### config.mk
export PLATFORM = sky130hd
export DESIGN_NAME = axis_write_packetizer
export DESIGN_NICKNAME = d
export VERILOG_FILES = /design/src/rtl/axis_write_packetizer.sv
export SDC_FILE = /design/constraint.sdc
export NUM_CORES = 1
export LEC_CHECK = 0
export BUFFER_PORTS_ARGS = -buffer_cell sky130_fd_sc_hd__buf_2
export CAP_MARGIN = 20
export CORE_ASPECT_RATIO = 1.75
export CORE_MARGIN = 4
export CORE_UTILIZATION = 31
export CTS_CLUSTER_SIZE = 16
export DETAILED_ROUTE_END_ITERATION = 6
export GPL_ROUTABILITY_DRIVEN = 0
export PLACE_DENSITY = 0.51
export REMOVE_ABC_BUFFERS = 1
export SLEW_MARGIN = 40
export SYNTH_ARGS = -nofsm -noshare
export SYNTH_HDL_FRONTEND = slang
export SYNTH_SLANG_ARGS = --single-unit
### constraint.sdc
create_clock -name s01_axis_aclk -period 7.15 [get_ports s01_axis_aclk]
set_clock_uncertainty 0.15 [all_clocks]
set_input_delay 0.3575 -clock s01_axis_aclk [delete_from_list [all_inputs] [get_ports s01_axis_aclk]]
set_output_delay 0.3575 -clock s01_axis_aclk [all_outputs]
set_load 0.005 [all_outputs]
### src/rtl/axis_write_packetizer.sv
// AXI-Stream write feed for the s02 slave: buffers input beats, zero-fills partial strobes,
// and caps packets at PKT_LEN beats before a registered output stage.
module axis_write_packetizer #(
  parameter int unsigned DATA_WIDTH = 32,
  parameter int unsigned FIFO_DEPTH = 8,
  parameter int unsigned PKT_LEN    = 16,
  parameter int unsigned CNT_WIDTH  = 16
) (
  input  logic                    s01_axis_aclk,
  input  logic                    s01_axis_aresetn,
  input  logic [DATA_WIDTH-1:0]   s01_axis_tdata,
  input  logic [DATA_WIDTH/8-1:0] s01_axis_tstrb,
  input  logic                    s01_axis_tvalid,
  input  logic                    s01_axis_tlast,
  output logic                    s01_axis_tready,
  output logic [DATA_WIDTH-1:0]   m01_axis_tdata,
  output logic [DATA_WIDTH/8-1:0] m01_axis_tstrb,
  output logic                    m01_axis_tvalid,
  output logic                    m01_axis_tlast,
  input  logic                    m01_axis_tready,
  output logic [CNT_WIDTH-1:0]    pkt_count,
  output logic [CNT_WIDTH-1:0]    fill_count
);

  localparam int unsigned StrbWidth = DATA_WIDTH / 8;
  localparam int unsigned AddrWidth = $clog2(FIFO_DEPTH);

  typedef enum logic {StEmpty, StFull} stage_e;

  logic [DATA_WIDTH:0]  mem_q [FIFO_DEPTH];
  logic [AddrWidth-1:0] wr_ptr_q, rd_ptr_q;
  logic [AddrWidth:0]   occ_q;
  logic [15:0]          beat_cnt_q;
  stage_e               stage_q, stage_d;
  logic [DATA_WIDTH-1:0] stage_data_q;
  logic [StrbWidth-1:0]  stage_strb_q;
  logic                  stage_last_q;
  logic [CNT_WIDTH-1:0]  pkt_count_q, fill_count_q;

  logic                  fifo_full, fifo_empty, push, pop, out_fire, last_in, partial;
  logic [DATA_WIDTH-1:0] filled_data;

  assign fifo_full       = (occ_q == (AddrWidth+1)'(FIFO_DEPTH));
  assign fifo_empty      = (occ_q == '0);
  assign s01_axis_tready = s01_axis_aresetn && !fifo_full;
  assign push            = s01_axis_tvalid && s01_axis_tready;
  assign out_fire        = m01_axis_tvalid && m01_axis_tready;
  assign pop             = !fifo_empty && ((stage_q == StEmpty) || out_fire);
  assign partial         = (s01_axis_tstrb != '1);
  assign last_in         = s01_axis_tlast || (beat_cnt_q == 16'(PKT_LEN - 1));

  always_comb begin
    filled_data = '0;
    for (int i = 0; i < int'(StrbWidth); i++) begin
      filled_data[8*i +: 8] = s01_axis_tstrb[i] ? s01_axis_tdata[8*i +: 8] : 8'h00;
    end
  end

  // Storage carries no reset; occupancy alone decides which entries are live.
  always_ff @(posedge s01_axis_aclk) begin
    if (push) mem_q[wr_ptr_q] <= {filled_data, last_in};
  end

  always_ff @(posedge s01_axis_aclk or negedge s01_axis_aresetn) begin
    if (!s01_axis_aresetn) begin
      wr_ptr_q     <= '0;
      rd_ptr_q     <= '0;
      occ_q        <= '0;
      beat_cnt_q   <= '0;
      fill_count_q <= '0;
    end else begin
      if (push) begin
        wr_ptr_q   <= wr_ptr_q + AddrWidth'(1);
        beat_cnt_q <= last_in ? 16'd0 : beat_cnt_q + 16'd1;
        if (partial) fill_count_q <= fill_count_q + CNT_WIDTH'(1);
      end
      if (pop) rd_ptr_q <= rd_ptr_q + AddrWidth'(1);
      unique case ({push, pop})
        2'b10:   occ_q <= occ_q + (AddrWidth+1)'(1);
        2'b01:   occ_q <= occ_q - (AddrWidth+1)'(1);
        default: occ_q <= occ_q;
      endcase
    end
  end

  // Output stage: state register
  always_ff @(posedge s01_axis_aclk or negedge s01_axis_aresetn) begin
    if (!s01_axis_aresetn) stage_q <= StEmpty;
    else                   stage_q <= stage_d;
  end

  // Output stage: next state
  always_comb begin
    stage_d = stage_q;
    unique case (stage_q)
      StEmpty: if (pop) stage_d = StFull;
      StFull:  if (out_fire && !pop) stage_d = StEmpty;
      default: stage_d = StEmpty;
    endcase
  end

  // Output stage: outputs
  always_comb begin
    m01_axis_tvalid = (stage_q == StFull);
    m01_axis_tdata  = stage_data_q;
    m01_axis_tstrb  = stage_strb_q;
    m01_axis_tlast  = stage_last_q;
  end

  always_ff @(posedge s01_axis_aclk or negedge s01_axis_aresetn) begin
    if (!s01_axis_aresetn) begin
      stage_data_q <= '0;
      stage_strb_q <= '0;
      stage_last_q <= 1'b0;
      pkt_count_q  <= '0;
    end else begin
      if (pop) begin
        {stage_data_q, stage_last_q} <= mem_q[rd_ptr_q];
        stage_strb_q                 <= '1;
      end
      if (out_fire && m01_axis_tlast) pkt_count_q <= pkt_count_q + CNT_WIDTH'(1);
    end
  end

  assign pkt_count  = pkt_count_q;
  assign fill_count = fill_count_q;

endmodule

==> metrics, run 1 <==
ant diodes 0; row count 103; Nets 983; vias per cell 4.84; Main synth FF type edfxtp_1; most frequent cells in the layout edfxtp_1 (264), buf_2 (110), dfrtp_1 (90); Detail Route Antenna Nets 0; placed instance count 1,475; Tmin final 3.30 ns; Die Area 49,200 µm²; core box area 45,100 µm²; First-pass DRT Iterations 6; VDD IR max 0.000198 V; design area 16,600 µm²; final WL 30,800 µm; clock-pin slew on the worst setup and hold paths 0.07 ns; final-report hold violation count 0; CP Launch Type input port; first-pass GRT wire length 47,600 µm; Die Y 291 µm; largest net degree at the start of global routing 73; outcome finished, final reports clean; sequential area share after synthesis 72.5%; Num CTS Buffers 31; Vias 7,422; Clock Path Buffers 3; unrepaired setup endpoints after global routing false; DPL Wire Length 18,300 µm; dpl cell area 15,400 µm²; commonest non-fill, non-tap cell in the layout edfxtp_1; post-route setup TNS 0 ns; Setup CP Type input port to flop; DR WL/cell 20.1 µm; slew at the pin closest to its max-slew limit 0.760 ns; Worst Path Max Fanout 38; H-tree depth 1; GRT overflow 0; Layout area overhead 17.3%; crit path DAT 3.58 ns; Post-CTS Hold Buffers 3; # DRC 0; Worst Setup End Kind flop; Fmax 303 MHz; Final period util 46.1%; Power Density 362 nW/µm²; Iter 0 DRT Violations 387; CTS root buf clkbuf_16; # fillers 4,228; Synth Warn # 0; Setup-failing EPs final 0; Post-synth EDFFs 264; Relative slew margins 49.3%; # port buffers 111; cell count after synthesis 808; vias in the first global route 7,967; synth unique cells 39; post-CTS setup buffer count 0; fin. max-slew vios 0; layout cells sized above 1 27.2%; Non-Filler Instances 1,535; initial antenna violation count 0; # resized after CTS 0; aggregate global-route resource usage 12.4%; Initial Util 31.4%; P_leak 5.95 nW; Worst Hold Class input port to flop; Mapped Area 14,100 µm²; CP required 7.43 ns; Yosys reg bits 357; I/O Pins 112; chip width 169 µm; CTS tree yes; Async SR Flop Fraction 26.1%; Avg Inst Size Synth 17.5 µm²; clock sink count 357; Clk Latency, worst-skew pair 0.57 ns; Max Cap Viol 0
cell usage after synthesis, drive strengths merged (2+ instances only):
library cell / count / area (µm²)
xnor2: 25 / 219
buf: 22 / 116
or4: 3 / 26.3
nand2: 26 / 97.6
nand2b: 3 / 18.8
inv: 10 / 37.5
and3: 4 / 25.0
mux4: 66 / 1490
edfxtp: 264 / 7930
mux2i: 33 / 330
nor2: 50 / 188
ha: 8 / 100
mux2: 4 / 45.0
nand3: 19 / 95.1
nor4: 9 / 56.3
xor2: 20 / 175
dfrtp: 93 / 2330
nor3b: 2 / 15.0
nor3: 15 / 75.1
o21ai: 11 / 55.1
nor4b: 5 / 50.0
and4: 4 / 35.0
a21oi: 42 / 210
nand4: 12 / 81.3
clkbuf: 12 / 46.3
or3: 6 / 37.5
and2: 34 / 213
worst paths after layout:
path / start / end / slack [ns] / depth (start not counted)
setup / recovery: s01_axis_aresetn / occ_q[2] / 3.85 / 12
hold / removal: s01_axis_tdata[3] / mem_q[7][4] / 0.13 / 2
setup reg to reg: occ_q[1] / occ_q[2] / 4.09 / 10
hold reg to reg: fill_count[15] / fill_count[15] / 0.31 / 1
max in group asynchronous: s01_axis_aresetn / rd_ptr_q[0] / 5.65 / 3
min in group asynchronous: s01_axis_aresetn / fill_count[9] / 0.17 / 2
cells by family after synthesis:
| kind of cell | count (synthesis) | share of synthesized area (%) |
|---|---|---|
| adder cells (fa/ha/maj) | 8 | 0.708 |
| flip-flops | 357 | 72.5 |
| multiplexers | 103 | 13.2 |
| XOR/XNOR | 45 | 2.79 |
| AO/OA/AOI/OAI | 55 | 2.00 |
| buffers and inverters | 44 | 1.42 |
| AND/OR/NAND/NOR | 196 | 7.41 |
per-stage QoR:
step                      setup WS [ns]  total power (W)  hold slack, ns  utilization [%]
after floorplan                    1.86          0.00376         -0.0881                -
after global placement             3.87          0.00425           0.232             34.2
after detailed placement           3.76          0.00427           0.239             34.2
after CTS                          3.81          0.00612           0.113             36.7
after global routing               3.49          0.00633           0.156             36.8
final                              3.85          0.00600           0.129             36.8
where the power goes:
group / leakage [nW] / switching (W) / internal (W)
clock: 0.541 / 0.000749 / 0.00109
combinational: 1.87 / 0.000716 / 0.000703
sequential: 3.55 / 0.000230 / 0.00252
total: 5.95 / 0.00170 / 0.00431
cell type report:
class / count / area [µm²] / area share [%]
Clock inverter: 15 / 264 / 1.59
Tap cell: 577 / 722 / 4.35
Sequential cell: 357 / 10300 / 61.9
Clock buffer: 42 / 847 / 5.11
Inverter: 10 / 37.5 / 0.226
Multi-Input combinational cell: 407 / 3750 / 22.6
Timing Repair Buffer: 127 / 701 / 4.23
metal layers:
layer  share of wire [%]  GRT usage, %
met1                  37          13.9
met3                 3.7          1.85
met2                  57          24.0
met4                 2.1          3.42
met5                   0             0
sequential cells by signal, summed over array words and instances (netlist names), 3 cells and up:
| register | count |
|---|---|
| fill_count | 16 |
| pkt_count | 16 |
| wr_ptr_q | 3 |
| rd_ptr_q | 3 |
| mem_q | 264 |
| m01_axis_tdata | 32 |
| occ_q | 4 |
| beat_cnt_q | 16 |
worst max-delay path, cell delays in order:
cell and delay, ns:
dlygate4sd3_1 0.53, buf_4 0.45, nand2_1 0.22, nor2_1 0.41
inv_1 0.35, ha_1 0.38, xor2_1 0.17, ha_1 0.18
a21oi_1 0.14, xor2_1 0.17, nor2_1 0.07, xor2_1 0.14
(Power assumes the default switching activity.)
==> run 2, diff against run 1 <==
--- a/config.mk
+++ b/config.mk
@@ -5,6 +5,7 @@
 export SDC_FILE = /design/constraint.sdc
 export NUM_CORES = 1
 export LEC_CHECK = 0
+export ABC_AREA = 1
 export BUFFER_PORTS_ARGS = -buffer_cell sky130_fd_sc_hd__buf_2
 export CAP_MARGIN = 20
 export CORE_ASPECT_RATIO = 1.75
@@ -13,7 +14,7 @@
 export CTS_CLUSTER_SIZE = 16
 export DETAILED_ROUTE_END_ITERATION = 6
 export GPL_ROUTABILITY_DRIVEN = 0
-export PLACE_DENSITY = 0.51
+export PLACE_DENSITY = 0.52
 export REMOVE_ABC_BUFFERS = 1
 export SLEW_MARGIN = 40
 export SYNTH_ARGS = -nofsm -noshare
==> constraint.sdc (replaced) <==
create_clock -name s01_axis_aclk -period 3 [get_ports s01_axis_aclk]
set_clock_uncertainty 0.15 [all_clocks]
set_input_delay 0.15 -clock s01_axis_aclk [delete_from_list [all_inputs] [get_ports s01_axis_aclk]]
set_output_delay 0.15 -clock s01_axis_aclk [all_outputs]
set_load 0.005 [all_outputs]
==> run 2 against run 1 <==
  * Die area increased by 7.3%
  * Synthesized cell count increased by 72%
  * Register-to-register slack got worse by 3.7 ns
  * First-iteration DRC count increased by 48%
  * Sequential cell count unchanged
  * Final area increased by 8.8%
  * Combinational power increased to 3.2 times the previous value
  * Critical path type is now flop to flop
  * Critical endpoint is now beat_cnt_q[0]
  * Largest cell class unchanged
==> metrics, run 2 <==
max reg flops 264 (unchanged); area share of the largest cell type after synthesis 52.1% (-3.9 points); layout cells sized above 1 14.9% (-12 points); P_leak 7.20 nW (+21%); slew at the pin closest to its max-slew limit 0.751 ns (-0.00936 ns); unrepaired setup endpoints after global routing false; Power Density 849 nW/µm² (+130%); initial antenna violation count 0 (unchanged); DR WL/cell 17.1 µm (-15%); dpl cell area 16,600 µm² (+7.3%); final-report hold violation count 0 (unchanged); clock-pin slew on the worst setup and hold paths 0.07 ns (about the same); first-pass GRT wire length 59,700 µm (+25%); FF-to-FF End beat_cnt_q[0]; leading post-synthesis cells by instance count edfxtp_1 (264), nand2_1 (264), nor2_1 (196); Tmin final 2.65 ns; Setup CP Type flop to flop; chip width 175 µm (+3.5%); VDD IR max 0.000546 V (+180%); I/O Pins 112 (unchanged); delay-heaviest family, CP buffers and inverters; Die Y 301 µm (+3.6%); Synth Warn # 0 (unchanged); Fmax 377 MHz; Worst Reg-to-Reg Cells 10 (unchanged); Setup-failing EPs final 0 (unchanged); # port buffers 111 (unchanged); Worst Hold Class input port to flop; Detail Route Antenna Nets 0 (unchanged); fin. max-slew vios 0 (unchanged); aggregate global-route resource usage 14.4% (+1.9 points); Num CTS Buffers 34 (+9.7%); clock sink count 357 (unchanged); synth unique cells 33 (-15%); Clock Path Buffers 3 (unchanged); Relative slew margins 50.0% (+0.62 points); most frequent cells in the layout nand2_1 (264), edfxtp_1 (264), nor2_1 (188); CP required 3.26 ns (-4.17 ns); Largest stage delay, worst path 0.55 ns (+0.02 ns); ant diodes 0 (unchanged); Initial Util 31.3% (-0.059 points); Final period util 88.4%; Vias 10,346 (+39%); GRT overflow 0 (unchanged); Worst Setup End Kind flop; Non-Filler Instances 2,221 (+45%); Die Area 52,800 µm² (+7.3%); vias in the first global route 10,504 (+32%); Async SR Flop Fraction 26.1% (unchanged); DPL Wire Length 24,200 µm (+32%); R2R setup slack 0.35 ns (-3.74 ns); pre-CTS setup slack 0.733 ns (-3.03 ns); final core occ 37.1% (+0.35 points); Worst Path Max Fanout 5 (-87%); largest reg by FF count mem_q; First-pass DRT Iterations 5 (-1); WHS 0.00992 ns (-0.119 ns); worst min-delay path startpoint s01_axis_tdata[5]; Iter 0 DRT Violations 571 (+48%); core box area 48,600 µm² (+7.7%); Clk Latency, worst-skew pair 0.53 ns (-0.04 ns); Worst Path Buf+Inv 3 (unchanged); CP Launch Type flop; H-tree depth 2 (+1); Crit-path slowest cell dlygate4sd3_1; crit path DAT 2.92 ns (-0.66 ns); dominant cells by area after synthesis edfxtp_1 (52%), dfrtp_1 (15%), nand2_1 (6.5%); largest net degree at the start of global routing 68 (-6.8%); Main synth FF type edfxtp_1; placed instance count 2,123 (+44%); cell count after synthesis 1,391 (+72%); CTS root buf clkbuf_16; final WL 38,000 µm (+23%); post-CTS setup buffer count 0 (unchanged); Yosys reg bits 357 (unchanged); Post-synth EDFFs 264 (unchanged); Max Cap Viol 0 (unchanged); worst reg2reg path startpoint beat_cnt_q[0]; # resized after CTS 0 (unchanged); hold depth 3 (+1); design area 18,000 µm² (+8.8%); CTS tree yes; Post-CTS Hold Buffers 37 (+34); outcome finished, final reports clean; # DRC 0 (unchanged); Layout area overhead 18.6%; Mapped Area 15,200 µm² (+7.5%); Hold EP mem_q[2][6]; Nets 1,591 (+62%); area leader, netlist edfxtp_1; CP Cell Sequence ha_1, nand2_1, nor2_2, inv_2, nor2_1, nand2_1, nand4_1, dlygate4sd3_1, o21ai_0, dlygate4sd3_1; row count 107 (+3.9%); vias per cell 4.66 (-3.7%); Avg Inst Size Synth 10.9 µm² (-38%); sequential area share after synthesis 67.4% (-5.1 points); final worst slack 0.347 ns (-3.50 ns)
run 2: cell types whose count changed after synthesis, moves of 33 or more:
cell / change
nand2_1: +238
o21ai_0: +118
mux4_2: -66
and2_1: -34
inv_1: +102
o211ai_1: +66
mux2i_1: -33
nor2_1: +146
nand3_1: +42
run 2: how the worst max path moves through the flow:
stage	from	end	slack [ns]	cells past startpoint
after CTS	beat_cnt_q[0]	beat_cnt_q[0]	0.35	10
final	beat_cnt_q[0]	beat_cnt_q[0]	0.35	10
after global placement	occ_q[3]	occ_q[2]	0.76	13
after floorplan	rd_ptr_q[0]	m01_axis_tdata[12]	-1.77	5
after detailed placement	occ_q[1]	occ_q[2]	0.73	12
after global routing	beat_cnt_q[0]	beat_cnt_q[0]	0.19	10
run 2: cells by family (layout without fill, tap and decap cells):
family                   count (synthesis)  in the layout  share of synthesized area [%]
AO/OA/AOI/OAI                          254            254                           9.57
XOR/XNOR                                26             26                           1.50
adder cells (fa/ha/maj)                  8              8                          0.658
buffers and inverters                  186            362                           5.48
flip-flops                             357            357                           67.4
AND/OR/NAND/NOR                        560            560                           15.4
run 2: final cells by class:
| cell class | count | area, µm² |
|---|---|---|
| fill | 4751 | 30600 |
| sequential | 357 | 10300 |
| multi-input combinational | 848 | 4180 |
| timing repair buffer | 182 | 1220 |
| clock buffer | 44 | 930 |
| tap | 654 | 818 |
| inverter | 119 | 453 |
| clock inverter | 17 | 170 |
run 2: metrics by stage:
step,total power [W],TNS (ns)
3_3_place_gp,0.0111,0
5_1_grt,0.0164,0
6_report,0.0153,0
2_1_floorplan,0.00918,-71.31
3_5_place_dp,0.0112,0
4_1_cts,0.0156,0
run 2: routing by layer:
layer,GRT usage [%],vias to the layer above,part of all wire (%)
li1,-,5031,-
met1,16.4,5053,39
met2,27.5,198,54
met3,1.75,64,3.3
met4,4.89,0,3.0
met5,0,-,0
run 2: worst register-to-register path, delay by kind of cell, from the launching register on:
family | cells | cell delay, ns
adder cells (fa/ha/maj) | 1 | 0.26
AO/OA/AOI/OAI | 1 | 0.07
AND/OR/NAND/NOR | 5 | 0.52
flip-flops | 1 | 0.40
buffers and inverters | 3 | 1.15
run 2: where the power goes:
| part | total [W] | internal (W) | switching, W |
|---|---|---|---|
| clock | 0.00432 | 0.00246 | 0.00186 |
| sequential | 0.00638 | 0.00601 | 0.000369 |
| combinational | 0.00461 | 0.00154 | 0.00307 |
| total | 0.0153 | 0.0100 | 0.00530 |
